--- src/rtl/pc_next_unit.sv ---
// rtl/pc_next_unit.sv - next-PC selection with exception redirect and return-address stack
module pc_next_unit #(
    parameter int                 WIDTH      = 32,
    parameter logic [WIDTH-1:0]   RESET_PC   = 32'h0000_0000,
    parameter logic [WIDTH-1:0]   EXC_VECTOR = 32'h8000_0180,
    parameter int                 RAS_DEPTH  = 4
) (
    input  logic             clk,
    input  logic             rst,
    input  logic             stall,
    input  logic             branch,
    input  logic [WIDTH-1:0] signimm,
    input  logic             jump,
    input  logic [25:0]      jaddr,
    input  logic             jr,
    input  logic [WIDTH-1:0] jr_target,
    input  logic             link,
    input  logic             ret,
    input  logic             exc,
    input  logic             eret,
    output logic [WIDTH-1:0] pc,
    output logic [WIDTH-1:0] pc_plus4,
    output logic [WIDTH-1:0] pc_branch,
    output logic [WIDTH-1:0] epc,
    output logic [WIDTH-1:0] badaddr,
    output logic [WIDTH-1:0] ras_top,
    output logic             fault,
    output logic             ras_hit,
    output logic             ras_empty,
    output logic             ras_full
);

    localparam int             PW       = (RAS_DEPTH > 1) ? $clog2(RAS_DEPTH) : 1;
    localparam int             CW       = $clog2(RAS_DEPTH + 1);
    localparam logic [PW-1:0]  PTR_LAST = PW'(RAS_DEPTH - 1);
    localparam logic [CW-1:0]  CNT_FULL = CW'(RAS_DEPTH);

    // Circular return-address stack; ptr always indexes the current top entry.
    logic [WIDTH-1:0] ras_mem [RAS_DEPTH];
    logic [PW-1:0]    ptr;
    logic [CW-1:0]    count;

    logic [WIDTH-1:0] jump_target;
    logic [WIDTH-1:0] pc_next;
    logic [PW-1:0]    ptr_inc;
    logic [PW-1:0]    ptr_dec;
    logic             misaligned;
    logic             ras_en;
    logic             do_push;
    logic             do_pop;

    assign pc_plus4    = pc + WIDTH'(4);
    assign pc_branch   = pc_plus4 + (signimm << 2);
    assign jump_target = {pc_plus4[WIDTH-1:28], jaddr, 2'b00};

    assign ras_empty = (count == '0);
    assign ras_full  = (count == CNT_FULL);
    assign ras_top   = ras_empty ? '0 : ras_mem[ptr];

    // A misaligned jr becomes a fault unless a real exception already wins.
    assign misaligned = jr & (jr_target[1:0] != 2'b00) & ~exc;
    assign ras_en     = ~stall & ~exc & ~misaligned;
    assign do_push    = ras_en & link & (jump | jr);
    assign do_pop     = ras_en & jr & ret & ~ras_empty;

    assign ptr_inc = (ptr == PTR_LAST) ? '0 : ptr + PW'(1);
    assign ptr_dec = (ptr == '0) ? PTR_LAST : ptr - PW'(1);

    // Architectural next PC for an unstalled, non-trapping cycle; the RAS never steers it.
    always_comb begin
        pc_next = pc_plus4;
        if (eret) begin
            pc_next = epc;
        end else if (jr) begin
            pc_next = jr_target;
        end else if (jump) begin
            pc_next = jump_target;
        end else if (branch) begin
            pc_next = pc_branch;
        end
    end

    // PC, trap state, registered pulses and RAS updates in one clocked block.
    always_ff @(posedge clk) begin
        if (rst) begin
            pc      <= RESET_PC;
            epc     <= '0;
            badaddr <= '0;
            fault   <= 1'b0;
            ras_hit <= 1'b0;
            ptr     <= '0;
            count   <= '0;
            for (int i = 0; i < RAS_DEPTH; i++) begin
                ras_mem[i] <= '0;
            end
        end else begin
            fault   <= 1'b0;
            ras_hit <= 1'b0;
            if (exc) begin
                pc  <= EXC_VECTOR;
                epc <= pc;
            end else if (misaligned) begin
                pc      <= EXC_VECTOR;
                epc     <= pc;
                badaddr <= jr_target;
                fault   <= 1'b1;
            end else if (!stall) begin
                pc      <= pc_next;
                ras_hit <= jr & ret & ~ras_empty & (ras_top == jr_target);
                if (do_push && do_pop) begin
                    ras_mem[ptr] <= pc_plus4;
                end else if (do_push) begin
                    ras_mem[ptr_inc] <= pc_plus4;
                    ptr              <= ptr_inc;
                    if (!ras_full) begin
                        count <= count + CW'(1);
                    end
                end else if (do_pop) begin
                    ptr   <= ptr_dec;
                    count <= count - CW'(1);
                end
            end
        end
    end

endmodule

--- config.mk ---
export PLATFORM = sky130hd
export DESIGN_NAME = pc_next_unit
export DESIGN_NICKNAME = d
export VERILOG_FILES = /design/src/rtl/pc_next_unit.sv
export SDC_FILE = /design/constraint.sdc
export NUM_CORES = 1
export LEC_CHECK = 0
export CORE_MARGIN = 8
export CORE_UTILIZATION = 53
export CTS_BUF_LIST = sky130_fd_sc_hd__clkbuf_8
export CTS_CLUSTER_DIAMETER = 80
export DETAILED_ROUTE_END_ITERATION = 8
export GPL_TIMING_DRIVEN = 0
export PLACE_DENSITY = 0.94
export SETUP_SLACK_MARGIN = 0.15
export SYNTH_ARGS = -nofsm -noshare
export SYNTH_HDL_FRONTEND = slang
export SYNTH_SLANG_ARGS = --single-unit
--- constraint.sdc ---
create_clock -name clk -period 4.8 [get_ports clk]
set_input_delay 0.72 -clock clk [delete_from_list [all_inputs] [get_ports clk]]
set_output_delay 0.72 -clock clk [all_outputs]
set_load 0.02 [all_outputs]
### Word level (Yosys, flattened, before mapping)

Memory sizes are Yosys's and may differ from the RTL's. A register that Yosys moved wholly into a read port is not among the register bits.
Index checks and enable logic that the tools add are counted.

* add/subtract/negate cells: 6
* eq/ne operators: 5
* mux-type cells: 41
* bitwise gates (word level): 18
* reductions and logical operators: 14

Operator list (number)
* two-way mux 32 bit: 12
* OR reduction 32 bit: 2
* adder 32 x 3 -> 32 bit, second input constant: 1
* adder 32 bit: 1
* == test 32 bit: 1
* two-way mux 1 bit: 18
* two-way mux 2 bit: 8
* bitwise AND 1 bit: 12
* two-way mux 3 bit: 3
* AND reduction 6 bit: 1
* nonzero test 2 bit: 3
* NOT 1 bit: 5
* AND reduction 5 bit: 1
* OR reduction 4 bit: 1
* adder 3 x 1 -> 3 bit, second input constant: 1
* == test 3 bit, second input constant: 1
* logical NOT 3 bit: 1
* inequality test 3 x 1 -> 1 bit, second input constant: 1
* OR reduction 3 bit: 1
* subtractor 3 x 1 -> 3 bit, second input constant: 1
* adder 2 x 1 -> 2 bit, second input constant: 1
* == test 2 bit, second input constant: 1
* logical NOT 2 bit: 1
* inequality test 2 bit, second input constant: 1
* other kinds (5): 5

* bits in registers: 103
* bits in writable memories: 128
* input bits: 100
* output and inout port bits: 196
* memories kept: 1

Memories
* ras_mem: depth 4, bits a word 32, rd ports 1, clocked after memory_dff 1, write ports 4, line 39 `logic [WIDTH-1:0] ras_mem [RAS_DEPTH];`

### Longest topological paths before layout

* word-level depth: 18
* depth in mapped cells: 16
* mapped depth without buffers: 15

### Least setup slack after synthesis

Ideal clock, no wire load.

* kind: register to output
* start: register pc[3]
* end: output port pc_branch[31]
* data arrival time: 3.946 ns
* data required time: 4.080 ns
* path slack: 0.134 ns
* stages on the path, launching flop included: 15
* path through: dfxtp_1 > ha_1 > inv_1 > nor3_2 > and4_1 > xor2_1 > ha_1 > clkbuf_1 > a21oi_1 > o21ai_1 > a211oi_1 > o21ai_0 > a221o_1 > a31oi_1 > xor2_1

* word-level cells in the longest chain between the ends: 2

RTL lines
* from (decl): line 21 `output logic [WIDTH-1:0] pc,`
* from (signal assigned): line 108 `pc <= pc_next;`
* adder 32 x 3 -> 32 bit: line 52 `assign pc_plus4 = pc + WIDTH'(4);`
* net pc_plus4[24]: line 22 `output logic [WIDTH-1:0] pc_plus4,`
* adder 32 bit: line 53 `assign pc_branch = pc_plus4 + (signimm << 2);`
* to (decl): line 23 `output logic [WIDTH-1:0] pc_branch,`

The timed path passes the listed nets, and every way through them passes these cells.

### Final worst setup path

* start: register pc[5]
* end: output port pc_branch[31]

* word-level cells in the longest chain between the ends: 2

RTL lines (line)
* adder 32 x 3 -> 32 bit: 52
* adder 32 bit: 53

No other way between the ends.

==> metrics.yaml <==
worst_setup_path:
  r2r_slack_ns: 0.72
  critPathLaunchType: "flop"
  critPathBufInv: 2
  timing.rr.start: "pc[5]$_SDFFE_PP0N_"
  cp.depth: 15
  startpoint: "pc[5]$_SDFFE_PP0N_"
  cpPeakStageDelay_ns: 0.45
  required_ns: 4.08
  cp-endpoint: "pc_branch[31]"
  reg2reg_depth: 16
  slowest_stage: "dfxtp_4"
  crit_fanout: 7
  worstSetupPathType: "reg -> out"
  crit_family: "compound AO/OA/AOI/OAI gates"
  crit_chain: "nand4_4, nor3_4, buf_4, nand3_4, nor2_4, xor2_4, ha_4, a21oi_4, o21ai_1, a211oi_2, o21ai_2, a221o_1, a31oi_4, xor2_1, buf_4"
  reg2reg_to: "pc[31]$_SDFFE_PP0P_"
  crit_path_end_kind: "output port"
  critPathArrivalTime_ns: 4.19
  crit_path_frequent_cell: "buf_4"
yosys:
  ys_types: 80
  synth-compound-area-share: 0.163
  synth_edf_count: 128
  yosysWarnings: 0
  synthSimpleGateAreaFrac: 0.195
  synth_xor_area_frac: 0.0506
  ys_seq_area_frac: 0.440
  synth_mux_area_frac: 0.0645
  ys_seq_elements: 233
  yosys.area_share.adder: 0.0354
  synthArstFlopShare: 0
  syn_inst: 1512
  synth_fp_nets: 1649
  synth_area_um2: 13500
  synth_top_family_by_area: "simple AND/OR/NAND/NOR gates"
  syn_area_per_cell_um2: 8.94
  synth_top_flop_cell: "edfxtp_1"
floorplan:
  start_util: 0.538
  dieHeight_um: 176
  io_pins: 296
  num_rows: 58
  die_w_um: 176
  coreArea_um2: 25100
  die_area_um2: 30900
global_routing:
  grt_max_degree: 33
  track_usage: 0.386
  grt_antenna_before_repair: 1
  grt_first_pass_wirelength_um: 89800
  grt-ovfl-total: 0
  grt_pass1_vias: 14148
placement:
  gp_congestion: 1.04
  portBuffers: 292
  dp_cells: 2135
  postPlaceCellArea_um2: 16900
  dp_hpwl_um: 45600
drt:
  drtIter0Drc: 2474
  ant_nets: 0
  route.vias.total: 14973
  vias_per_cell: 6.59
  drt_first_pass_iters: 7
  wire_per_inst_um: 28.7
  remaining_drc_errors: 0
  wl_um: 65200
clock_network:
  insertion_delay_ns: 0.58
  cts_num_sinks: 233
  cts_htree_levels: 2
  tritoncts: "done"
  cts_buffers: 38
  cts-root-buf: "clkbuf_8"
  cts_buffer_depth: 3
  clkSlewWorstSetupHoldPaths_ns: 0.07
timing:
  final-max-slew-violation-count: 0
  setup_viol: 4
  max_freq_mhz: 204
  fin_skew_ns: 0.0345
  worst_slew_pin_slew_ns: 1.12
  rsz0062_at_grt: "yes"
  period_needed_ns: 4.91
  post-route-period-util: 1.02
  slew_headroom: 0.248
  fin_tns_setup_ns: -0.258
  finalWorstSetupSlack_ns: -0.109
  hold_violations: 0
finish:
  insertedDiodeCount: 0
  drive_gt1_frac: 0.179
  area_growth_pct: 42.7
  design_area_um2: 19300
  n_fill_cell: 1600
  stdcell_count: 2273
  final_common_cell: "clkdlybuf4s50_1"
  nNetsFinal: 2053
  layout_common_cells: "clkdlybuf4s50_1, nand2_1, nor2_1"
power:
  max-vdd-ir-drop_mv: 0.213
  power.density_nw_per_um2: 258
  cellLeakagePower_nw: 7.36
status:
  status: "finished with violations"
  violations: "negative setup slack"
hold_path:
  hold_class: "reg -> reg"
  hp-start: "badaddr[13]$_SDFFE_PP0P_"
job:
  drv_cap: 0
[cells by family after synthesis]
kind of cell,count (synthesis)
adder cells (fa/ha/maj),37
AND/OR/NAND/NOR,589
XOR/XNOR,76
AO/OA/AOI/OAI,356
multiplexers,47
buffers and inverters,174
flip-flops,233
[final cells by class]
type / count / area (µm²) / share of cell area
plain buffers: 95 / 478 / 0.0248
clock buffers: 42 / 578 / 0.0300
clock inverters: 25 / 183 / 0.00947
inverters: 79 / 297 / 0.0154
multi-input cells: 1105 / 7880 / 0.408
flip-flops and latches: 233 / 6020 / 0.312
well taps: 330 / 413 / 0.0214
repair buffers: 364 / 3450 / 0.179
[repair_timing]
action                     4_1_cts  5_1_grt
gates cloned                     0        0
pin swaps                       28       38
hold buffers                     0        0
setup buffers                   46       25
setup endpoints to repair       61      117
resized for setup              199      103
[worst register-to-register path, cell delays in order, from the launching register on]
cell      delay, ns
dfxtp_4        0.45
nand4_4        0.19
nor3_4         0.30
buf_6          0.16
nand2_2        0.08
xnor2_4        0.34
ha_1           0.41
a21oi_4        0.13
buf_4          0.16
o21ai_2        0.28
o21ai_0        0.17
a21oi_1        0.36
a31oi_4        0.20
buf_4          0.17
buf_4          0.13
o41ai_2        0.34
a311oi_1       0.08
[registers in the layout (all words and copies together) (netlist names), named ones only]
register,count
ras_mem,128
badaddr,32
epc,32
pc,32
count,3
ptr,2
fault,1
ras_hit,1
[metrics by stage]
step | setup WS [ns] | power [mW] | hold WS (ns) | util
detailed placement | -1.03 | 3.08 | 0.448 | 0.673
global route | -0.172 | 5.06 | 0.480 | 0.768
finish | -0.109 | 4.97 | 0.460 | 0.768
floorplan | 0.224 | 2.66 | 0.486 | -
CTS | 0.0444 | 4.85 | 0.456 | 0.746
global placement | -1.63 | 3.06 | 0.443 | 0.672
[synth_stat cells (all sizes together) (10+ instances only)]
cell type	number	share of area
nor4	12	0.0056
nor3	17	0.0075
a211oi	17	0.011
mux2i	14	0.010
nand2	259	0.072
a31oi	10	0.0046
a21o	10	0.0056
o21ai	63	0.023
mux4	32	0.053
nor2	176	0.049
o211ai	17	0.0094
buf	34	0.013
xor2	33	0.021
and3	11	0.0051
and2	36	0.017
ha	35	0.032
dfxtp	105	0.16
xnor2	43	0.029
edfxtp	128	0.28
a21oi	171	0.064
clkbuf	61	0.017
inv	78	0.022
nand3	31	0.012
[worst min-delay path by stage]
stage / end / slack, ns / cells after the start
6_report: badaddr[13]$_SDFFE_PP0P_ / 0.46 / 2
3_5_place_dp: badaddr[13]$_SDFFE_PP0P_ / 0.45 / 2
3_3_place_gp: badaddr[13]$_SDFFE_PP0P_ / 0.44 / 2
2_1_floorplan: count[2]$_SDFFE_PP0P_ / 0.49 / 2
5_1_grt: badaddr[9]$_SDFFE_PP0P_ / 0.48 / 2
4_1_cts: badaddr[13]$_SDFFE_PP0P_ / 0.46 / 2
[report_power, final]
part | internal (mW) | switching, mW
logic | 0.374 | 0.594
clock network | 0.926 | 0.874
registers | 2.15 | 0.0498
[per-layer routing]
layer | GRT usage | vias up | routed length, µm
met5 | 0 | - | 0
met2 | 0.590 | 1510 | 27800
met4 | 0.258 | 0 | 5630
met3 | 0.125 | 387 | 10400
li1 | - | 6154 | -
met1 | 0.459 | 6922 | 21400
No activity file was read; power rests on OpenSTA's default activity.
